### config.mk
export PLATFORM = sky130hd
export DESIGN_NAME = periph_bus_master_flat
export DESIGN_NICKNAME = d
export VERILOG_FILES = /design/src/rtl/periph_bus_pkg.sv /design/src/rtl/periph_bus_if.sv /design/src/rtl/periph_addr_decode.sv /design/src/rtl/periph_bus_master.sv /design/src/flat_wrapper.sv
export SDC_FILE = /design/constraint.sdc
export NUM_CORES = 1
export LEC_CHECK = 0
export ABC_AREA = 0
export CORE_ASPECT_RATIO = 1.2
export CORE_MARGIN = 10
export CORE_UTILIZATION = 40
export DETAILED_ROUTE_END_ITERATION = 8
export PLACE_DENSITY = 0.84
export SYNTH_ARGS = -nofsm -noshare
export SYNTH_HDL_FRONTEND = slang
export SYNTH_SLANG_ARGS = --single-unit
### constraint.sdc
create_clock -name clk -period 5.1 [get_ports clk]
set_clock_uncertainty 0.05 [all_clocks]
set_input_delay 0.765 -clock clk [delete_from_list [all_inputs] [get_ports clk]]
set_output_delay 0.765 -clock clk [all_outputs]
set_load 0.02 [all_outputs]
### src/rtl/periph_bus_pkg.sv
// Shared definitions for the peripheral bus master: FSM state encoding,
// peripheral register offsets and timer-control bit positions.
// Optional feature macro: PERIPH_BUS_IRQ_ACK_EN adds the interrupt
// acknowledge states ACK_RD/ACK_WR.
package periph_bus_pkg;

  localparam logic [31:0] OFF_TH     = 32'h0000_0000;
  localparam logic [31:0] OFF_TL     = 32'h0000_0004;
  localparam logic [31:0] OFF_TCON   = 32'h0000_0008;
  localparam logic [31:0] OFF_LED    = 32'h0000_000C;
  localparam logic [31:0] OFF_SWITCH = 32'h0000_0010;
  localparam logic [31:0] OFF_DIGI   = 32'h0000_0014;

  // TCON bits: timer run, timer interrupt enable, timer overflow flag
  localparam int TCON_TR_BIT  = 0;
  localparam int TCON_TIE_BIT = 1;
  localparam int TCON_TF_BIT  = 2;

`ifdef PERIPH_BUS_IRQ_ACK_EN
  typedef enum logic [2:0] {IDLE, ACCESS, RESP, ACK_RD, ACK_WR} state_t;
`else
  typedef enum logic [1:0] {IDLE, ACCESS, RESP} state_t;
`endif

  // Acknowledging the timer interrupt means writing TCON back with TF cleared
  function automatic logic [31:0] tcon_clear_tf(input logic [31:0] tcon);
    return tcon & ~(32'h1 << TCON_TF_BIT);
  endfunction

endpackage

### src/rtl/periph_bus_if.sv
// Command/response handshake plus peripheral strobe bus. The master modport
// is the bus-master block; the slave modport is whoever drives commands and
// models the peripheral.
interface periph_bus_if;
  logic        cmd_valid;
  logic        cmd_ready;
  logic        cmd_wr;
  logic [31:0] cmd_addr;
  logic [31:0] cmd_wdata;
  logic        rsp_valid;
  logic        rsp_ready;
  logic [31:0] rsp_rdata;
  logic        rsp_err;
  logic        rd;
  logic        wr;
  logic [31:0] addr;
  logic [31:0] wdata;
  logic [31:0] rdata;
  logic        irq;
  logic        irq_ack;

  modport master (
    input  cmd_valid, cmd_wr, cmd_addr, cmd_wdata, rsp_ready, rdata, irq,
    output cmd_ready, rsp_valid, rsp_rdata, rsp_err, rd, wr, addr, wdata, irq_ack
  );

  modport slave (
    output cmd_valid, cmd_wr, cmd_addr, cmd_wdata, rsp_ready, rdata, irq,
    input  cmd_ready, rsp_valid, rsp_rdata, rsp_err, rd, wr, addr, wdata, irq_ack
  );
endinterface

### src/rtl/periph_addr_decode.sv
// Combinational legality check for a peripheral address: inside the
// BASE_ADDR..LAST_ADDR window and word aligned.
module periph_addr_decode #(
  parameter logic [31:0] BASE_ADDR = 32'h4000_0000,
  parameter logic [31:0] LAST_ADDR = 32'h4000_0014
) (
  input  logic [31:0] addr,
  output logic        legal
);

  assign legal = (addr >= BASE_ADDR) && (addr <= LAST_ADDR) && (addr[1:0] == 2'b00);

endmodule

### src/rtl/periph_bus_master.sv
// Peripheral bus master: turns one command at a time into a single-cycle
// rd/wr strobe and returns a held response. All outputs are registered.
// Optional feature macro: PERIPH_BUS_IRQ_ACK_EN -- on a rising edge of irq
// the block reads TCON, clears TF, writes it back and pulses irq_ack.
module periph_bus_master
  import periph_bus_pkg::*;
#(
  parameter logic [31:0] BASE_ADDR = 32'h4000_0000,
  parameter logic [31:0] LAST_ADDR = 32'h4000_0014
) (
  input  logic         clk,
  input  logic         reset,
  periph_bus_if.master bus
);

  state_t      state_q, state_d;
  logic        cmd_ready_q, cmd_ready_d;
  logic        rsp_valid_q, rsp_valid_d;
  logic [31:0] rsp_rdata_q, rsp_rdata_d;
  logic        rsp_err_q, rsp_err_d;
  logic        rd_q, rd_d;
  logic        wr_q, wr_d;
  logic [31:0] addr_q, addr_d;
  logic [31:0] wdata_q, wdata_d;
  logic        addr_legal;

  periph_addr_decode #(
    .BASE_ADDR (BASE_ADDR),
    .LAST_ADDR (LAST_ADDR)
  ) u_addr_decode (
    .addr  (bus.cmd_addr),
    .legal (addr_legal)
  );

`ifdef PERIPH_BUS_IRQ_ACK_EN
  logic irq_q, irq_d;
  logic pending_q, pending_d;
  logic irq_ack_q, irq_ack_d;
  logic pend_clr;
  logic irq_rise;

  assign irq_rise    = bus.irq & ~irq_q;
  assign bus.irq_ack = irq_ack_q;
`else
  logic unused_irq;

  assign unused_irq  = bus.irq;
  assign bus.irq_ack = 1'b0;
`endif

  // Next-state and next-output computation; strobes and addr/wdata default to 0
  always_comb begin
    state_d     = state_q;
    rsp_valid_d = rsp_valid_q;
    rsp_rdata_d = rsp_rdata_q;
    rsp_err_d   = rsp_err_q;
    rd_d        = 1'b0;
    wr_d        = 1'b0;
    addr_d      = '0;
    wdata_d     = '0;
`ifdef PERIPH_BUS_IRQ_ACK_EN
    irq_d       = bus.irq;
    irq_ack_d   = 1'b0;
    pend_clr    = 1'b0;
`endif
    case (state_q)
      IDLE: begin
        // cmd_ready_q is already low whenever an interrupt is pending
        if (bus.cmd_valid && cmd_ready_q) begin
          if (addr_legal) begin
            state_d = ACCESS;
            rd_d    = ~bus.cmd_wr;
            wr_d    = bus.cmd_wr;
            addr_d  = bus.cmd_addr;
            wdata_d = bus.cmd_wr ? bus.cmd_wdata : '0;
          end else begin
            state_d     = RESP;
            rsp_valid_d = 1'b1;
            rsp_err_d   = 1'b1;
            rsp_rdata_d = '0;
          end
        end
`ifdef PERIPH_BUS_IRQ_ACK_EN
        else if (pending_q) begin
          state_d = ACK_RD;
          rd_d    = 1'b1;
          addr_d  = BASE_ADDR + OFF_TCON;
        end
`endif
      end
      ACCESS: begin
        // rdata is combinational from the peripheral during the rd cycle
        state_d     = RESP;
        rsp_valid_d = 1'b1;
        rsp_err_d   = 1'b0;
        rsp_rdata_d = rd_q ? bus.rdata : '0;
      end
      RESP: begin
        if (bus.rsp_ready) begin
          state_d     = IDLE;
          rsp_valid_d = 1'b0;
          rsp_err_d   = 1'b0;
          rsp_rdata_d = '0;
        end
      end
`ifdef PERIPH_BUS_IRQ_ACK_EN
      ACK_RD: begin
        state_d   = ACK_WR;
        wr_d      = 1'b1;
        addr_d    = BASE_ADDR + OFF_TCON;
        wdata_d   = tcon_clear_tf(bus.rdata);
        irq_ack_d = 1'b1;
        pend_clr  = 1'b1;
      end
      ACK_WR: begin
        state_d = IDLE;
      end
`endif
      default: begin
        state_d = IDLE;
      end
    endcase
`ifdef PERIPH_BUS_IRQ_ACK_EN
    // A new edge wins over the clear so it is never lost
    pending_d   = (pending_q & ~pend_clr) | irq_rise;
    cmd_ready_d = (state_d == IDLE) && !pending_d;
`else
    cmd_ready_d = (state_d == IDLE);
`endif
  end

  // State and registered outputs; reset drops any transaction in flight
  always_ff @(posedge clk) begin
    if (reset) begin
      state_q     <= IDLE;
      cmd_ready_q <= 1'b0;
      rsp_valid_q <= 1'b0;
      rsp_rdata_q <= '0;
      rsp_err_q   <= 1'b0;
      rd_q        <= 1'b0;
      wr_q        <= 1'b0;
      addr_q      <= '0;
      wdata_q     <= '0;
`ifdef PERIPH_BUS_IRQ_ACK_EN
      irq_q       <= 1'b0;
      pending_q   <= 1'b0;
      irq_ack_q   <= 1'b0;
`endif
    end else begin
      state_q     <= state_d;
      cmd_ready_q <= cmd_ready_d;
      rsp_valid_q <= rsp_valid_d;
      rsp_rdata_q <= rsp_rdata_d;
      rsp_err_q   <= rsp_err_d;
      rd_q        <= rd_d;
      wr_q        <= wr_d;
      addr_q      <= addr_d;
      wdata_q     <= wdata_d;
`ifdef PERIPH_BUS_IRQ_ACK_EN
      irq_q       <= irq_d;
      pending_q   <= pending_d;
      irq_ack_q   <= irq_ack_d;
`endif
    end
  end

  assign bus.cmd_ready = cmd_ready_q;
  assign bus.rsp_valid = rsp_valid_q;
  assign bus.rsp_rdata = rsp_rdata_q;
  assign bus.rsp_err   = rsp_err_q;
  assign bus.rd        = rd_q;
  assign bus.wr        = wr_q;
  assign bus.addr      = addr_q;
  assign bus.wdata     = wdata_q;

endmodule

### src/flat_wrapper.sv
// flat-port wrapper written by rule: the top's interface ports become plain ports
module periph_bus_master_flat import periph_bus_pkg::*;
#(
  parameter logic [31:0] BASE_ADDR = 32'h4000_0000,
  parameter logic [31:0] LAST_ADDR = 32'h4000_0014
)
  (clk, reset, bus_cmd_valid, bus_cmd_wr, bus_cmd_addr, bus_cmd_wdata, bus_rsp_ready, bus_rdata, bus_irq, bus_cmd_ready, bus_rsp_valid, bus_rsp_rdata, bus_rsp_err, bus_rd, bus_wr, bus_addr, bus_wdata, bus_irq_ack);
  periph_bus_if bus_i ();
  input  logic clk;
  input  logic reset;
  input wire logic [$bits(bus_i.cmd_valid)-1:0] bus_cmd_valid;
  input wire logic [$bits(bus_i.cmd_wr)-1:0] bus_cmd_wr;
  input wire logic [$bits(bus_i.cmd_addr)-1:0] bus_cmd_addr;
  input wire logic [$bits(bus_i.cmd_wdata)-1:0] bus_cmd_wdata;
  input wire logic [$bits(bus_i.rsp_ready)-1:0] bus_rsp_ready;
  input wire logic [$bits(bus_i.rdata)-1:0] bus_rdata;
  input wire logic [$bits(bus_i.irq)-1:0] bus_irq;
  output wire logic [$bits(bus_i.cmd_ready)-1:0] bus_cmd_ready;
  output wire logic [$bits(bus_i.rsp_valid)-1:0] bus_rsp_valid;
  output wire logic [$bits(bus_i.rsp_rdata)-1:0] bus_rsp_rdata;
  output wire logic [$bits(bus_i.rsp_err)-1:0] bus_rsp_err;
  output wire logic [$bits(bus_i.rd)-1:0] bus_rd;
  output wire logic [$bits(bus_i.wr)-1:0] bus_wr;
  output wire logic [$bits(bus_i.addr)-1:0] bus_addr;
  output wire logic [$bits(bus_i.wdata)-1:0] bus_wdata;
  output wire logic [$bits(bus_i.irq_ack)-1:0] bus_irq_ack;
  assign bus_i.cmd_valid = bus_cmd_valid;
  assign bus_i.cmd_wr = bus_cmd_wr;
  assign bus_i.cmd_addr = bus_cmd_addr;
  assign bus_i.cmd_wdata = bus_cmd_wdata;
  assign bus_i.rsp_ready = bus_rsp_ready;
  assign bus_i.rdata = bus_rdata;
  assign bus_i.irq = bus_irq;
  assign bus_cmd_ready = bus_i.cmd_ready;
  assign bus_rsp_valid = bus_i.rsp_valid;
  assign bus_rsp_rdata = bus_i.rsp_rdata;
  assign bus_rsp_err = bus_i.rsp_err;
  assign bus_rd = bus_i.rd;
  assign bus_wr = bus_i.wr;
  assign bus_addr = bus_i.addr;
  assign bus_wdata = bus_i.wdata;
  assign bus_irq_ack = bus_i.irq_ack;
  periph_bus_master #(.BASE_ADDR(BASE_ADDR), .LAST_ADDR(LAST_ADDR)) u_core (.clk(clk), .reset(reset), .bus(bus_i));
endmodule
==> Word-level counts from Yosys, hierarchy flattened <==
Index checks and enable logic that the tools add are counted.
{ "word_totals": {"reg_bits": 103, "inputBits": 102, "output_inout_bits": 102, "wordCells": 44} }
{ "classes": {"magnitude_cmp": 2, "eq_ne": 5, "mux": 14, "bitwise_logic": 4, "reduce_logical": 10} }
{ "op_table": {"columns": ["operator", "n"], "rows": [
  ["$mux 32", 4],
  ["$pmux 32 s3", 1],
  ["$ge 32x31->1 const B", 1],
  ["$le 32x31->1 const B", 1],
  ["$logic_not 2->1", 3],
  ["$mux 2", 3],
  ["$pmux 1 s3", 2],
  ["$pmux 2 s3", 1],
  ["$reduce_or 5->1", 1],
  ["$ne 2x2->1 const B", 2],
  ["$not 1->1", 4],
  ["$reduce_and 4->1", 1],
  ["$reduce_or 4->1", 1],
  ["$logic_and 1x1->1", 3],
  ["$mux 1", 3],
  ["$reduce_bool 3->1", 1],
  ["$eq 2x1->1 const B", 1],
  ["$eq 2x2->1 const B", 1],
  ["$ne 2x1->1 const B", 1]
]} }

==> Logic depth before layout (Yosys ltp) <==
Gate-level depths: netlist of the first run.
{ "logic_depth": {"depth_word": 7, "depth_mapped": 8, "ltp_nobuf": 7} }

==> By module <==
From an unflattened synthesis of the first run, not the netlist that was laid out.
{ "unflattened": {"hier_cells": 331, "hier_area_um2": 3503.4} }
{ "by_module_without_submodules": {"columns": ["module", "instances", "cells_each", "area_each_um2", "seq_area_each_um2"], "rows": [
  ["periph_bus_master", 1, 320, 3428.3, 2062.0],
  ["periph_addr_decode", 1, 11, 75.1, 0.0]
]} }

==> Worst setup path after synthesis of the first run <==
Ideal clock, no wire load.
{ "synth_timing": {"path_kind": "input to register", "start": "in bus_cmd_addr[15]", "end": "reg u_core.rsp_err_q (netlist: u_core.bus.rsp_err)", "setup_time_ns": 0.121, "arrival_time_ns": 1.966, "required_time_ns": 4.929, "setup_slack_ns": 2.964, "cell_stages": 6, "n_path_buf": 1, "cell_sequence": "nor4_1 > nand4_1 > nor2_2 > a211o_1 > buf_6 > mux2_2"} }
{ "synth_between": {"elab_chain_len": 5, "elab_cells_between_ends": 6, "classes_between": "2 x order compare; 1 x eq/ne; 3 x reduce/logical"} }
{ "synth_rtl": {"columns": ["item", "line", "source"], "rows": [
  ["start, declared", "flat_wrapper.sv:13", "input wire logic [$bits(bus_i.cmd_addr)-1:0] bus_cmd_addr;"],
  ["$ge 32x31->1 or $le 32x31->1 (tied branches)", "periph_addr_decode.sv:11", "assign legal = (addr >= BASE_ADDR) && (addr <= LAST_ADDR) && (addr[1:0] == 2'b00);"],
  ["$logic_and 1x1->1 (*) (2 in a row)", "periph_addr_decode.sv:11", null],
  ["$ne 2x2->1 (no source line) (*)", null, null],
  ["$reduce_and 4->1 (no source line) (*)", null, null],
  ["end signal, assigned", "periph_bus_master.sv:154", "rsp_err_q <= rsp_err_d;"],
  ["end, declared", "periph_bus_master.sv:20", "logic rsp_err_q, rsp_err_d;"]
]} }
Every way passes the cells marked *; elsewhere a longest branch is shown, timed or not.
A chain may end at the register's enable or synchronous reset.

==> Worst setup path after layout of the first run <==
{ "layout_timing": {"start": "in bus_cmd_addr[31]", "end": "reg u_core.rsp_err_q (netlist: u_core.bus.rsp_err)"} }
The elaborated chain is that of the path after synthesis.

==> flow_summary.toml, run 1 <==
[die]
die_area_mm2 = 0.01251
core_area_mm2 = 0.008153
rows = 36
die_y_um = 120.5
boundaryPins = 204
die_width_um = 103.8
start_util_pct = 41.33

[clock_network]
cts_buffers = 9
cts_sinks = 103
cts_setup_buffers = 0
cts_resized = 0
cts_hold_buf = 0
cts_tree = "done"
clkLatencyLatePin_ps = 360
root_buffer = "clkbuf_8"
clkTransAtPathRegs_ps = 90
htree_levels = 3
clk_path_buf_depth = 2

[cells_and_area]
drive_gt1_share_pct = 4.699
antennaDiodeCount = 0
nets = 633
syn_to_final_growth_pct = 70.59

[worst_setup_path]
reg2reg_slack_ps = 2750
crit_end = "u_core.bus.rsp_err"
end_kind = "flop"
cp_slowest_cell = "a211o_2"
criticalPathCategory = "input port to flop"
slowest_delay_ps = 820
cp-start-kind = "input port"
cp.depth = 6
reg2reg_depth = 5
critPathMaxFanout = 34
cp.required_ps = 5310
crit_start = "bus_cmd_addr[31]"
reg2reg_to = "u_core.bus.rsp_err"
cp_top_family = "compound AO/OA/AOI/OAI gates"
cp_num_buf_inv = 1
arrival_ps = 3130
path_cells = "clkdlybuf4s50_1 > nor4b_2 > nand4_1 > nor2_2 > a211o_2 > mux2_2"
r2r-start = "u_core.state_q[0]"

[pwr]
power_switching_share_pct = 21.35
ir_worst_vdd_v = 0.0001557
pwr-share-clk_pct = 35.8
p_int_w = 0.001223
p_sw_w = 0.0003318
leakage_nw = 2.351
finalPower_w = 0.001554
p_seq_share_pct = 52.9
p_comb_share_pct = 11.2
p_per_area_mw_per_mm2 = 270.4

[detailed_routing]
dr.pass1.iters = 6
vias = 2808
drt_iter0_drc = 47
wl_per_cell_um = 15.13
wl_um = 9774
drcViolationCount = 0
ant_nets = 0
via_per_inst = 4.347

[logic_synthesis]
synth_area_leader_cell = "dfxtp_1"
ys_warn_count = 0
synth_area_leaders = "dfxtp_1 61%, mux2i_1 9.5%, and2_1 5.9%"
async_flop_share_pct = 0
yosys-top-cells-count = "103 x dfxtp_1, 35 x nand2_1, 32 x and2_1, 32 x mux2i_1, 32 x nand2b_1"
netlist_area_mm2 = 0.003369
ys_seq_elements = 103
synth_area_per_cell_um2 = 11.23
ys_seq_area_share_pct = 61.20
syn_inst = 300
synth.distinct_cells = 31
yosysMostFrequentCell = "dfxtp_1"
synth_edf_count = 0
synth_top_cell_area_share_pct = 61.20
synthFlopType = "dfxtp_1"

[global_route]
grt_overflow = 0
grt_pass1_vias = 3009
grt_usage_pct = 15.40
grt_pass1_wl_um = 15360
antenna_found_initial = 0
grt_max_degree = 43

[timing]
hold_viol_final = 0
rsz0062_at_grt = "false"
slew_headroom_pct = 33.93
tns_ps = 0
finalCriticalPeriod_ps = 2924
max_freq_mhz = 342.0
finalCritPeriodShare_pct = 57.34
tightest_slew_ps = 991.1
final_max_slew_viol_count = 0
setup_viol = 0

[placed_design]
dpl.hpwl_um = 7967
io_buffers = 201
gp_congestion = 0.7120

[job]
drv_cap = 0

[worst_hold_path]
whs_path_depth = 2
hp-class = "flop to flop"

[status]
outcome = "finished, final reports clean"
## how the worst min path moves through the flow
stage,endpoint,startpoint,slack (ps)
global route,u_core.bus.rsp_rdata[15],u_core.bus.rsp_rdata[15],460
global placement,u_core.bus.rsp_rdata[29],u_core.bus.rsp_rdata[29],410
finish,u_core.bus.rsp_rdata[3],u_core.bus.rsp_rdata[3],430
detailed placement,u_core.bus.rsp_rdata[18],u_core.bus.rsp_rdata[18],420
floorplan,u_core.bus.rsp_rdata[10],u_core.bus.rsp_rdata[10],500
CTS,u_core.bus.rsp_valid,u_core.bus.rsp_valid,430
## cells in the final DEF, fill, tap and decap left out, types with 2 or more instances in the layout
master | Yosys | routed
bufinv_16 | 0 | 2
nand4_1 | 2 | 2
nor2b_1 | 2 | 2
nor4_1 | 5 | 5
nor2_2 | 1 | 2
inv_6 | 0 | 2
ha_1 | 4 | 4
clkdlybuf4s50_1 | 0 | 201
nor3_1 | 4 | 4
mux2i_1 | 32 | 32
and2_1 | 32 | 32
nand2b_1 | 32 | 32
conb_1 | 1 | 29
buf_4 | 4 | 2
o21ai_0 | 3 | 3
clkbuf_8 | 0 | 10
dfxtp_1 | 103 | 103
nor2_1 | 8 | 7
inv_1 | 8 | 8
nand2_1 | 35 | 35
a211oi_1 | 2 | 2
## power groups by stage
stage / logic, W / registers [W] / clock network (W)
6_report: 0.000174 / 0.000823 / 0.000557
5_1_grt: 0.000185 / 0.000825 / 0.000608
4_1_cts: 0.000176 / 0.000823 / 0.000575
3_5_place_dp: 0.000175 / 0.000842 / 0
3_3_place_gp: 0.000173 / 0.000841 / 0
2_1_floorplan: 0.0000545 / 0.000860 / 0
## metal layers
layer	vias to the layer above	routed length, µm	GRT usage [%]
met5	-	0	0
met4	0	116	6.010
met2	145	4702	26.07
met3	9	1114	8.342
met1	1268	3841	15.73
li1	1386	-	-
## kinds of logic after synthesis
group	after synthesis	share of synthesized area [%]
compound gates	11	2.376
fa+ha+maj	4	1.485
buf+inv	23	4.679
flops	103	61.20
mux	33	9.840
other cells	1	0.1113
simple gates	125	20.31
## worst reg2reg max path: stages, from the launching register on
cell and delay (ps):
dfxtp_1 410, inv_1 90, ha_1 290, nor3_1 190, a211o_2 770, mux2_2 450
## area by class of cell
class | count | area, µm²
well taps | 114 | 142.6
repair buffers | 203 | 2027
fillers | 610 | 2405
clock buffers | 10 | 137.6
flip-flops and latches | 103 | 2062
multi-input cells | 202 | 1259
clock inverters | 6 | 90.09
inverters | 8 | 30.03
## flip-flops by register name, summed over array words and instances (netlist names)
signal	count
u_core.bus.cmd_ready	1
u_core.bus.addr	32
u_core.bus.rsp_err	1
u_core.bus.rd	1
u_core.bus.rsp_valid	1
u_core.state_q	2
u_core.bus.rsp_rdata	32
u_core.bus.wdata	32
u_core.bus.wr	1
## stage by stage
stage               hold WS, ps  instance area (µm²)  worst slack, ps  cells  utilization [%]
floorplan                 499.2                 3475             2964    328                -
global placement          409.6                 5520             1820    630            67.71
detailed placement        417.5                 5520             1779    630            67.71
CTS                       432.6                 5748             2169    646            70.50
global route              455.8                 5748             2056    646            70.50
finish                    426.9                 5748             2176    646            70.50
(Power assumes the default switching activity.)
==> run 2, diff against run 1 <==
--- a/config.mk
+++ b/config.mk
@@ -8,9 +8,9 @@
 export ABC_AREA = 0
 export CORE_ASPECT_RATIO = 1.2
 export CORE_MARGIN = 10
-export CORE_UTILIZATION = 40
+export CORE_UTILIZATION = 37
 export DETAILED_ROUTE_END_ITERATION = 8
-export PLACE_DENSITY = 0.84
+export PLACE_DENSITY = 0.79
 export SYNTH_ARGS = -nofsm -noshare
 export SYNTH_HDL_FRONTEND = slang
 export SYNTH_SLANG_ARGS = --single-unit
==> constraint.sdc (replaced) <==
create_clock -name clk -period 2.84 [get_ports clk]
set_clock_uncertainty 0.05 [all_clocks]
set_input_delay 0.426 -clock clk [delete_from_list [all_inputs] [get_ports clk]]
set_output_delay 0.426 -clock clk [all_outputs]
set_load 0.02 [all_outputs]
==> flow_summary.toml, run 2 (synthesis gave the netlist of run 1 again) <==
[detailed_routing]
ant_nets = 0
wl_per_cell_um = 15.47
wl_um = 10100
via_per_inst = 4.175
dr.pass1.iters = 4
drt_iter0_drc = 64
vias = 2726
drcViolationCount = 0

[worst_setup_path]
arrival_ps = 2410
critPathMaxFanout = 33
reg2reg_slack_ps = 760
cp-start-kind = "input port"
end_kind = "flop"
reg2reg_to = "u_core.bus.rsp_valid"
criticalPathCategory = "input port to flop"
cp.required_ps = 3090
reg2reg_depth = 7
crit_start = "bus_cmd_addr[15]"
r2r-start = "u_core.state_q[0]"

[pwr]
leakage_nw = 2.348
p_per_area_mw_per_mm2 = 470.9
ir_worst_vdd_v = 0.0003134

[clock_network]
cts_sinks = 103
clkLatencyLatePin_ps = 350
cts_setup_buffers = 0
cts_buffers = 9
cts_resized = 0
htree_levels = 3
root_buffer = "clkbuf_8"
cts_hold_buf = 0
clkTransAtPathRegs_ps = 90
cts_tree = "done"
clk_path_buf_depth = 2

[placed_design]
gp_congestion = 0.8743
place_ws_ps = 297.9
io_buffers = 201
dpl.hpwl_um = 8168
numPlacedInstances = 638

[timing]
max_freq_mhz = 461.6
finalCritPeriodShare_pct = 76.29
finalCriticalPeriod_ps = 2167
setup_ws_ps = 673.5
setup_viol = 0
hold_viol_final = 0
tns_ps = 0
rsz0062_at_grt = "false"
final_max_slew_viol_count = 0

[die]
die_area_mm2 = 0.01334
boundaryPins = 204
core_area_mm2 = 0.008986
die_y_um = 124.5
rows = 38
start_util_pct = 37.50
die_width_um = 107.1

[cells_and_area]
final_cell_mix = "201 x clkdlybuf4s50_1, 103 x dfxtp_1, 35 x nand2_1"
n_fill_cell = 726
final_common_cell = "clkdlybuf4s50_1"
multi_input_area_mm2 = 0.001259
seq_area_mm2 = 0.002062
syn_to_final_growth_pct = 70.70
antennaDiodeCount = 0
nets = 635
drive_gt1_share_pct = 4.690
fin_cells = 653

[global_route]
grtUsageMet2_pct = 27.21
grt_pass1_vias = 2896
grt_util_met1_pct = 14.39
grt_usage_pct = 14.68
antenna_found_initial = 0
grt_overflow = 0
grt_pass1_wl_um = 15330
top_usage_layer = "met2"
grt_max_degree = 35
met3_usage_pct = 4.503

[worst_hold_path]
hp-class = "flop to flop"
whs_path_depth = 2
min_from = "u_core.bus.rsp_valid"
min_to = "u_core.bus.rsp_valid"

[job]
drv_cap = 0

[status]
outcome = "finished, final reports clean"
-- run 2: stage by stage --
step	hold slack, ps	utilization [%]	area [µm²]	total power (W)
6_report	422.7	64.01	5752	0.002708
5_1_grt	444.4	64.01	5752	0.002825
4_1_cts	428.1	64.01	5752	0.002745
3_5_place_dp	413.9	61.82	5555	0.001835
3_3_place_gp	410.3	61.82	5555	0.001831
2_1_floorplan	448.4	-	3475	0.001642
-- run 2: worst max-delay path by stage --
| stage | endpoint | depth (start not counted) |
|---|---|---|
| 2_1_floorplan | u_core.bus.rsp_valid | 7 |
| 3_3_place_gp | u_core.bus.wdata[0] | 6 |
| 3_5_place_dp | u_core.bus.wdata[4] | 6 |
| 4_1_cts | u_core.bus.wdata[8] | 6 |
| 5_1_grt | u_core.bus.wdata[17] | 6 |
| 6_report | u_core.bus.wdata[17] | 6 |
-- run 2: cell type report --
class                      instances  area share (%)
sequential                       103           35.85
clock inverter                     4          0.9571
multi-input combinational        202           21.88
timing repair buffer             205           35.72
clock buffer                      11           2.458
tap                              120           2.610
inverter                           8          0.5221
-- run 2: critical path, cell delays in order --
cell             delay (ps)
clkdlybuf4s50_1         400
nor4_1                  360
nand4_1                 210
nor2_2                  260
and4b_2                 560
and2_1                  190
-- run 2: per-layer routing --
metal / wire length (µm) / part of all wire, %
met1: 3705 / 37
met2: 5330 / 53
met3: 879 / 8.7
met4: 189 / 1.9
met5: 0 / 0
-- run 2: power by group --
group	switching [W]	internal, W
sequential	0.00000846	0.00147
combinational	0.000115	0.000206
clock	0.000477	0.000432
total	0.000601	0.00211
==> run 3, diff against run 2 <==
==> constraint.sdc (replaced) <==
create_clock -name clk -period 2.2 [get_ports clk]
set_clock_uncertainty 0.05 [all_clocks]
set_input_delay 0.33 -clock clk [delete_from_list [all_inputs] [get_ports clk]]
set_output_delay 0.33 -clock clk [all_outputs]
set_load 0.02 [all_outputs]
==> flow_summary.toml, run 3 (synthesis gave the netlist of run 1 again) <==
[timing]
finalCriticalPeriod_ps = 2096
hold_viol_final = 0
rsz0062_at_grt = "false"
setup_viol = 0
tns_ps = 0
setup_ws_ps = 103.7
max_freq_mhz = 477.0
finalCritPeriodShare_pct = 95.29
final_max_slew_viol_count = 0

[cells_and_area]
seq_area_mm2 = 0.002062
final_cell_mix = "201 x clkdlybuf4s50_1, 103 x dfxtp_1, 35 x nand2_1"
syn_to_final_growth_pct = 72.93
nets = 643
final_common_cell = "clkdlybuf4s50_1"
antennaDiodeCount = 0
multi_input_area_mm2 = 0.001259
fin_util_pct = 64.84
n_fill_cell = 706
drive_gt1_share_pct = 6.273
fin_cells = 662

[worst_setup_path]
cp.required_ps = 2400
arrival_ps = 2290
criticalPathCategory = "flop to flop"
cp_num_buf_inv = 2
cp_top_family = "compound AO/OA/AOI/OAI gates"
end_kind = "flop"
slowest_delay_ps = 410
cp_slowest_cell = "dfxtp_1"
path_cells = "inv_1 > ha_1 > nor2b_1 > a21o_1 > a211o_2 > buf_12 > a2111oi_2"
critPathMaxFanout = 20
cp-start-kind = "flop"

[pwr]
power_switching_share_pct = 21.80
p_sw_w = 0.0007602
p_seq_share_pct = 54.7
finalPower_w = 0.003488
p_per_area_mw_per_mm2 = 598.5
ir_worst_vdd_v = 0.0003902
leakage_nw = 2.397
p_comb_share_pct = 12.2
p_int_w = 0.002727
pwr-share-clk_pct = 33.1

[clock_network]
clkTransAtPathRegs_ps = 90
cts_sinks = 103
htree_levels = 3
cts_setup_buffers = 0
root_buffer = "clkbuf_8"
cts_hold_buf = 0
cts_resized = 0
cts_buffers = 9
clk_path_buf_depth = 2
cts_tree = "done"
clkLatencyLatePin_ps = 340

[die]
core_area_mm2 = 0.008986
boundaryPins = 204
rows = 38
die_width_um = 107.1
die_area_mm2 = 0.01334
start_util_pct = 37.50
die_y_um = 124.5

[detailed_routing]
wl_per_cell_um = 15.05
via_per_inst = 4.228
drcViolationCount = 0
drt_iter0_drc = 70
vias = 2799
ant_nets = 0
dr.pass1.iters = 4
wl_um = 9963

[global_route]
grt_pass1_wl_um = 15460
grt_max_degree = 34
grt_overflow = 0
grt_pass1_vias = 2939
antenna_found_initial = 0
grt_usage_pct = 14.48

[placed_design]
numPlacedInstances = 646
io_buffers = 201
place_ws_ps = -106.8
gp_congestion = 0.9316
dpl.hpwl_um = 8047

[job]
drv_cap = 0

[worst_hold_path]
hp-class = "flop to flop"

[status]
outcome = "finished, final reports clean"
## run 3: cell count changes in the layout (fill, tap and decap cells not counted), sizes merged
cell	previous run	this run
clkinv	1	4
buf	4	12
inv	9	8
clkinvlp	1	0
## run 3: final timing paths
path | startpoint | to | slack, ps | cells after the start
setup / recovery | u_core.state_q[0] | u_core.bus.rsp_valid | 100 | 7
hold / removal | u_core.bus.rsp_valid | u_core.bus.rsp_valid | 420 | 2
setup reg to reg | u_core.state_q[0] | u_core.bus.rsp_valid | 100 | 7
hold reg to reg | u_core.bus.rsp_valid | u_core.bus.rsp_valid | 420 | 2
## run 3: layer usage
layer	wire length [µm]	up-vias	track usage [%]
li1	-	1409	-
met5	0	-	0
met4	112	0	4.469
met1	3546	1268	14.33
met3	1000	9	5.590
met2	5303	113	26.67
## run 3: worst register-to-register path: stages (launching register included)
cell and delay [ps]:
dfxtp_1 410, inv_1 90, ha_1 230, nor2b_1 150, a21o_1 180, a211o_2 370
buf_12 180, a2111oi_2 340
## run 3: cell type report
class,count,share of cell area (%)
Multi-Input combinational cell,202,21.60
Clock inverter,5,0.9878
Timing Repair Buffer,213,36.50
Sequential cell,103,35.39
Tap cell,120,2.577
Clock buffer,11,2.426
Inverter,8,0.5154
## run 3: stage by stage
stage	hold WS (ps)	instance area (µm²)
finish	418.7	5827
global route	449.7	5827
CTS	425.6	5827
detailed placement	412.4	5628
global placement	409.3	5628
floorplan	352.4	3475
## run 3: power groups by stage
stage               logic, W  registers (W)  clock network, W
floorplan           0.000126        0.00199                 0
global placement    0.000421        0.00195                 0
detailed placement  0.000424        0.00195                 0
CTS                 0.000426        0.00191           0.00121
global route        0.000452        0.00191           0.00128
finish              0.000424        0.00191           0.00116
